### src/rtl/reg_ctrl.sv
// Command sequencer for a downstream 4-bit register: 2-entry command FIFO plus IDLE/EXEC FSM with registered one-hot controls.
// Define REG_CTRL_ROTATE_EN to execute ROT as a rotate-right; otherwise ROT behaves as a NOP.
module reg_ctrl (
  input  logic       clk,
  input  logic       rst_n,
  input  logic       cmd_valid,
  output logic       cmd_ready,
  input  logic [2:0] cmd_op,
  input  logic [3:0] cmd_cnt,
  input  logic [3:0] cmd_data,
  input  logic       cmd_sin,
  input  logic [3:0] reg_q,
  output logic       cl,
  output logic       ld,
  output logic       inc,
  output logic       dec,
  output logic       sr,
  output logic       sl,
  output logic [3:0] in,
  output logic       ir,
  output logic       il,
  output logic       busy,
  output logic       done
);

  localparam logic [2:0] OP_NOP = 3'b000;
  localparam logic [2:0] OP_CLR = 3'b001;
  localparam logic [2:0] OP_LD  = 3'b010;
  localparam logic [2:0] OP_INC = 3'b011;
  localparam logic [2:0] OP_DEC = 3'b100;
  localparam logic [2:0] OP_SR  = 3'b101;
  localparam logic [2:0] OP_SL  = 3'b110;
  localparam logic [2:0] OP_ROT = 3'b111;

  typedef enum logic {IDLE, EXEC} state_t;

  typedef struct packed {
    logic [2:0] op;
    logic [3:0] cnt;
    logic [3:0] data;
    logic       sin;
  } cmd_t;

  state_t     state_q, state_d;
  cmd_t       fifo_q [2];
  cmd_t       fifo_d [2];
  logic       rd_ptr_q, rd_ptr_d;
  logic       wr_ptr_q, wr_ptr_d;
  logic [1:0] count_q, count_d;
  logic [3:0] rep_q, rep_d;
  logic       cl_q, cl_d, ld_q, ld_d, inc_q, inc_d, dec_q, dec_d;
  logic       sr_q, sr_d, sl_q, sl_d, rot_q, rot_d, sin_q, sin_d;
  logic [3:0] in_q, in_d;
  logic       done_q, done_d;

  logic       push;
  logic       pop;
  logic       last_cycle;
  cmd_t       head;

  assign cmd_ready  = (count_q < 2'd2);
  assign push       = cmd_valid && cmd_ready;
  assign head       = fifo_q[rd_ptr_q];
  assign last_cycle = (state_q == EXEC) && (rep_q == 4'd0);
  // A new command is taken either from IDLE or on the final cycle of the current one (zero bubble).
  assign pop        = (count_q != 2'd0) && ((state_q == IDLE) || last_cycle);

  always_comb begin
    state_d  = state_q;
    fifo_d   = fifo_q;
    rd_ptr_d = rd_ptr_q;
    wr_ptr_d = wr_ptr_q;
    count_d  = count_q;
    rep_d    = rep_q;
    cl_d     = cl_q;
    ld_d     = ld_q;
    inc_d    = inc_q;
    dec_d    = dec_q;
    sr_d     = sr_q;
    sl_d     = sl_q;
    rot_d    = rot_q;
    sin_d    = sin_q;
    in_d     = in_q;
    done_d   = 1'b0;

    if (push) begin
      fifo_d[wr_ptr_q] = {cmd_op, cmd_cnt, cmd_data, cmd_sin};
      wr_ptr_d         = ~wr_ptr_q;
    end
    if (pop) begin
      rd_ptr_d = ~rd_ptr_q;
    end
    case ({push, pop})
      2'b10:   count_d = count_q + 2'd1;
      2'b01:   count_d = count_q - 2'd1;
      default: count_d = count_q;
    endcase

    if (state_q == EXEC) begin
      if (rep_q != 4'd0) begin
        rep_d = rep_q - 4'd1;
      end else begin
        done_d  = 1'b1;
        state_d = IDLE;
        cl_d    = 1'b0;
        ld_d    = 1'b0;
        inc_d   = 1'b0;
        dec_d   = 1'b0;
        sr_d    = 1'b0;
        sl_d    = 1'b0;
        rot_d   = 1'b0;
        in_d    = 4'h0;
      end
    end

    // Fields are captured here so later pushes cannot disturb the executing command.
    if (pop) begin
      state_d = EXEC;
      cl_d    = 1'b0;
      ld_d    = 1'b0;
      inc_d   = 1'b0;
      dec_d   = 1'b0;
      sr_d    = 1'b0;
      sl_d    = 1'b0;
      rot_d   = 1'b0;
      in_d    = 4'h0;
      rep_d   = 4'd0;
      sin_d   = head.sin;
      case (head.op)
        OP_NOP: ;
        OP_CLR: cl_d = 1'b1;
        OP_LD: begin
          ld_d = 1'b1;
          in_d = head.data;
        end
        OP_INC: begin
          inc_d = 1'b1;
          rep_d = head.cnt;
        end
        OP_DEC: begin
          dec_d = 1'b1;
          rep_d = head.cnt;
        end
        OP_SR: begin
          sr_d  = 1'b1;
          rep_d = head.cnt;
        end
        OP_SL: begin
          sl_d  = 1'b1;
          rep_d = head.cnt;
        end
        OP_ROT: begin
`ifdef REG_CTRL_ROTATE_EN
          sr_d  = 1'b1;
          rot_d = 1'b1;
          rep_d = head.cnt;
`endif
        end
      endcase
    end
  end

  always_ff @(posedge clk) begin
    if (!rst_n) begin
      state_q  <= IDLE;
      for (int i = 0; i < 2; i++) begin
        fifo_q[i] <= '0;
      end
      rd_ptr_q <= 1'b0;
      wr_ptr_q <= 1'b0;
      count_q  <= 2'd0;
      rep_q    <= 4'd0;
      cl_q     <= 1'b0;
      ld_q     <= 1'b0;
      inc_q    <= 1'b0;
      dec_q    <= 1'b0;
      sr_q     <= 1'b0;
      sl_q     <= 1'b0;
      rot_q    <= 1'b0;
      sin_q    <= 1'b0;
      in_q     <= 4'h0;
      done_q   <= 1'b0;
    end else begin
      state_q  <= state_d;
      fifo_q   <= fifo_d;
      rd_ptr_q <= rd_ptr_d;
      wr_ptr_q <= wr_ptr_d;
      count_q  <= count_d;
      rep_q    <= rep_d;
      cl_q     <= cl_d;
      ld_q     <= ld_d;
      inc_q    <= inc_d;
      dec_q    <= dec_d;
      sr_q     <= sr_d;
      sl_q     <= sl_d;
      rot_q    <= rot_d;
      sin_q    <= sin_d;
      in_q     <= in_d;
      done_q   <= done_d;
    end
  end

  assign cl   = cl_q;
  assign ld   = ld_q;
  assign inc  = inc_q;
  assign dec  = dec_q;
  assign sr   = sr_q;
  assign sl   = sl_q;
  assign in   = in_q;
  // Rotate feeds the register's own LSB back in, so ir must follow reg_q combinationally.
  assign ir   = rot_q ? reg_q[0] : (sr_q & sin_q);
  assign il   = sl_q & sin_q;
  assign busy = (state_q == EXEC) || (count_q != 2'd0);
  assign done = done_q;

endmodule

### config.mk
export PLATFORM = sky130hd
export DESIGN_NAME = reg_ctrl
export DESIGN_NICKNAME = d
export VERILOG_FILES = /design/src/rtl/reg_ctrl.sv
export SDC_FILE = /design/constraint.sdc
export NUM_CORES = 1
export LEC_CHECK = 0
export BUFFER_PORTS_ARGS = -buffer_cell sky130_fd_sc_hd__buf_2
export CORE_MARGIN = 2
export CORE_UTILIZATION = 50
export CTS_BUF_LIST = sky130_fd_sc_hd__clkbuf_4 sky130_fd_sc_hd__clkbuf_8
export CTS_CLUSTER_SIZE = 8
export DETAILED_ROUTE_END_ITERATION = 16
export GPL_TIMING_DRIVEN = 0
export HOLD_SLACK_MARGIN = 0.1
export PLACE_DENSITY = 0.76
export SYNTH_ARGS = -nofsm -noshare
export SYNTH_HDL_FRONTEND = slang
export SYNTH_SLANG_ARGS = --single-unit
### constraint.sdc
create_clock -name clk -period 2.7 [get_ports clk]
set_input_delay 0 -clock clk [delete_from_list [all_inputs] [get_ports clk]]
set_output_delay 0 -clock clk [all_outputs]
set_load 0.01 [all_outputs]
==> results.py <==
metrics = {
    "run_status": {
        "outcome": "finished, final reports clean",
    },
    "yosys": {
        "synthFlopType": "dfxtp_1",
        "syn_inst": 205,
        "async_reset_ff_share_pct": 0,
        "netlist_area_mm2": 0.00196,
        "synth_fp_nets": 226,
        "ys_ff_latch": 45,
        "ys_types": 41,
        "yosysSeqAreaShare_pct": 46.0,
        "synth_edf_count": 0,
        "avgSynthCellArea_um2": 9.55,
        "yosys_warnings": 0,
    },
    "worst_setup_path": {
        "worstSetupPathType": "reg2reg",
        "slowest_stage": "or3b_4",
        "r2r_slack_ns": 0.49,
        "start_kind": "register",
        "cp_data_arrival_time_ns": 2.44,
        "worst_setup_path_end_kind": "register",
        "crit_chain": "inv_1 -> ha_1 -> or3b_4 -> a21oi_4 -> ha_1 -> or3_1 -> a21boi_0",
        "worstPathMaxFanout": 8,
        "critPathRequiredTime_ns": 2.93,
        "cpMostUsedCell": "ha_1",
        "slowest_delay_ns": 0.44,
    },
    "floorplan": {
        "die-area_mm2": 0.00443,
        "top_level_ports": 34,
        "core_area_mm2": 0.00372,
        "die_w_um": 66.6,
        "rows": 22,
        "initial_utilization_pct": 52.7,
        "die_height_um": 66.6,
    },
    "timing": {
        "timing_max_transition_violations_final": 0,
        "finalCritPeriodShare_pct": 81.9,
        "fmax_mhz": 452,
        "relSlewSlack_pct": 63.6,
        "setup_tns_ns": 0,
        "fin_worst_skew_ns": 0.00360,
        "setup_viol": 0,
        "hold_viol_final": 0,
        "worst_pin_slew_ns": 0.545,
        "finalCriticalPeriod_ns": 2.21,
        "rsz0062_at_grt": "false",
        "setup_ws_ns": 0.490,
    },
    "drt": {
        "ant_nets": 0,
        "drt_iter0_drc": 108,
        "vias": 1572,
        "vias_per_cell": 5.19,
        "totalWireLength_um": 4210,
        "drc": 0,
        "wire_per_inst_um": 13.9,
        "drt-pass1-iter-count": 4,
    },
    "pwr": {
        "power.total_mw": 2.11,
        "peakVddDrop_v": 0.000449,
        "p_leak_nw": 1.05,
        "powerDensity_mw_per_mm2": 871,
    },
    "clock_tree": {
        "cts_tree": "built",
        "clkTransAtPathRegs_ns": 0.08,
        "numClockSinks": 45,
        "root_buffer": "clkbuf_8",
        "post_cts_buffers": 0,
        "htreeDepth": 2,
        "cts.path.max_buffers": 2,
        "clock_latency_ns": 0.30,
        "cts_buffers": 5,
    },
    "global_route": {
        "globalRouteOverflowTotal": 0,
        "use_met3_pct": 4.56,
        "busiest_layer": "met2",
        "grtUsageMet2_pct": 32.8,
        "track_usage_pct": 21.2,
        "antenna_found_initial": 0,
        "grt_pass1_vias": 1447,
        "grt_util_met1_pct": 29.4,
        "grt_max_degree": 14,
        "grt_pass1_wl_um": 7000,
    },
    "placed_design": {
        "place_congestion": 0.823,
        "place_ws_ns": 0.513,
        "dp_hpwl_um": 2810,
        "port-buffer-count": 28,
    },
    "finish": {
        "nFillCells": 313,
        "area_delta_synth_final_pct": 23.5,
        "layout.nets": 275,
        "utilization_pct": 65.1,
        "num_antenna_cells": 0,
        "drive_above_1_share_pct": 20.8,
    },
    "min_path": {
        "hold_class": "reg2reg",
    },
    "run": {
        "maxCapViolations": 0,
    },
}
[cells by family after synthesis]
group | Yosys count | synth area share, %
mux | 20 | 10.4
buf+inv | 15 | 3.45
flops | 45 | 46.0
compound gates | 48 | 19.9
fa+ha+maj | 2 | 1.28
xor+xnor | 5 | 2.24
simple gates | 70 | 16.8
[synth_stat cells (3+ instances only)]
master      n  area, um2
a21boi_0   11       82.6
a21oi_1     7       35.0
a32oi_1     4       35.0
and2_1      3       18.8
buf_2       6       30.0
clkbuf_1    3       11.3
dfxtp_1    45        901
inv_1       4       15.0
mux2i_1    18        180
nand2_1    36        135
nor2_1     12       45.0
nor2b_1     4       25.0
o21ai_0     3       15.0
o2bb2ai_1  10       87.6
xnor2_1     3       26.3
[worst paths after layout]
check,start,endpoint,cells after the start
hold / removal,fifo_q[15]$_SDFFE_PN0P_,fifo_q[15]$_SDFFE_PN0P_,2
hold reg to reg,fifo_q[15]$_SDFFE_PN0P_,fifo_q[15]$_SDFFE_PN0P_,2
setup / recovery,rep_q[0]$_SDFFE_PN0P_,count_q[1]$_SDFFE_PN0P_,7
setup reg to reg,rep_q[0]$_SDFFE_PN0P_,count_q[1]$_SDFFE_PN0P_,7
[layout make-up]
type | count | area (um2) | share of cell area [%]
inverters | 5 | 18.8 | 0.776
clock inverters | 1 | 30.0 | 1.24
plain buffers | 10 | 48.8 | 2.02
multi-input cells | 145 | 988 | 40.9
repair buffers | 42 | 280 | 11.6
clock buffers | 7 | 90.1 | 3.73
flip-flops and latches | 45 | 901 | 37.3
well taps | 48 | 60.1 | 2.48
[repair_timing]
item	CTS	global route
gates resized for setup	0	0
hold buffers	14	0
hold endpoints to repair	29	0
[layer usage]
| metal | vias to the layer above | part of all wire [%] | wire [um] |
|---|---|---|---|
| met5 | - | 0 | 0 |
| met2 | 38 | 44 | 1860 |
| li1 | 818 | - | - |
| met4 | 0 | 1.3 | 55 |
| met3 | 6 | 3.8 | 158 |
| met1 | 710 | 51 | 2130 |
[worst max-delay path, delay by kind of cell (launching register included)]
kind / cells / cell delay (ns)
buf+inv: 1 / 0.06
fa+ha+maj: 2 / 0.50
compound gates: 2 / 0.45
flops: 1 / 0.35
simple gates: 2 / 0.78
[power by group]
group	switching, mW	internal, mW	leakage (nW)
Sequential	0.0733	0.761	0.367
Combinational	0.415	0.321	0.617
Clock	0.224	0.312	0.0619
Total	0.712	1.39	1.05
[registers in the layout, summed over array words and instances (netlist names)]
name and flops:
fifo_q 24, count_q 2, inc 1, wr_ptr_q 1
rep_q 4, ld 1, cl 1, done 1
sin_q 1, dec 1, in 4, rd_ptr_q 1
sl 1, state_q 1, sr 1
[cells in the final DEF, fill, tap and decap left out, types with 2 or more instances in the layout]
master,instances
a21oi_1,7
nor3_1,2
o2bb2ai_1,10
a32o_1,2
nor2b_1,4
mux2i_1,18
mux2_2,2
buf_2,34
o21ai_0,3
nand2_1,36
nand3_1,2
clkbuf_1,3
nand2b_1,2
xor2_1,2
ha_1,2
a21boi_0,11
nand3b_1,2
nor2_1,12
clkbuf_8,6
dfxtp_1,45
xnor2_1,3
and2_1,3
inv_1,4
dlygate4sd3_1,14
or3_1,2
a32oi_1,4
o31ai_1,2
[per-stage QoR]
stage	instance area (um2)	hold slack (ns)	instances
6_report	2420	0.459	303
5_1_grt	2420	0.472	303
4_1_cts	2420	0.459	303
3_5_place_dp	2160	0.256	281
3_3_place_gp	2160	0.250	281
2_1_floorplan	1960	0.136	205
(Power assumes the default switching activity.)
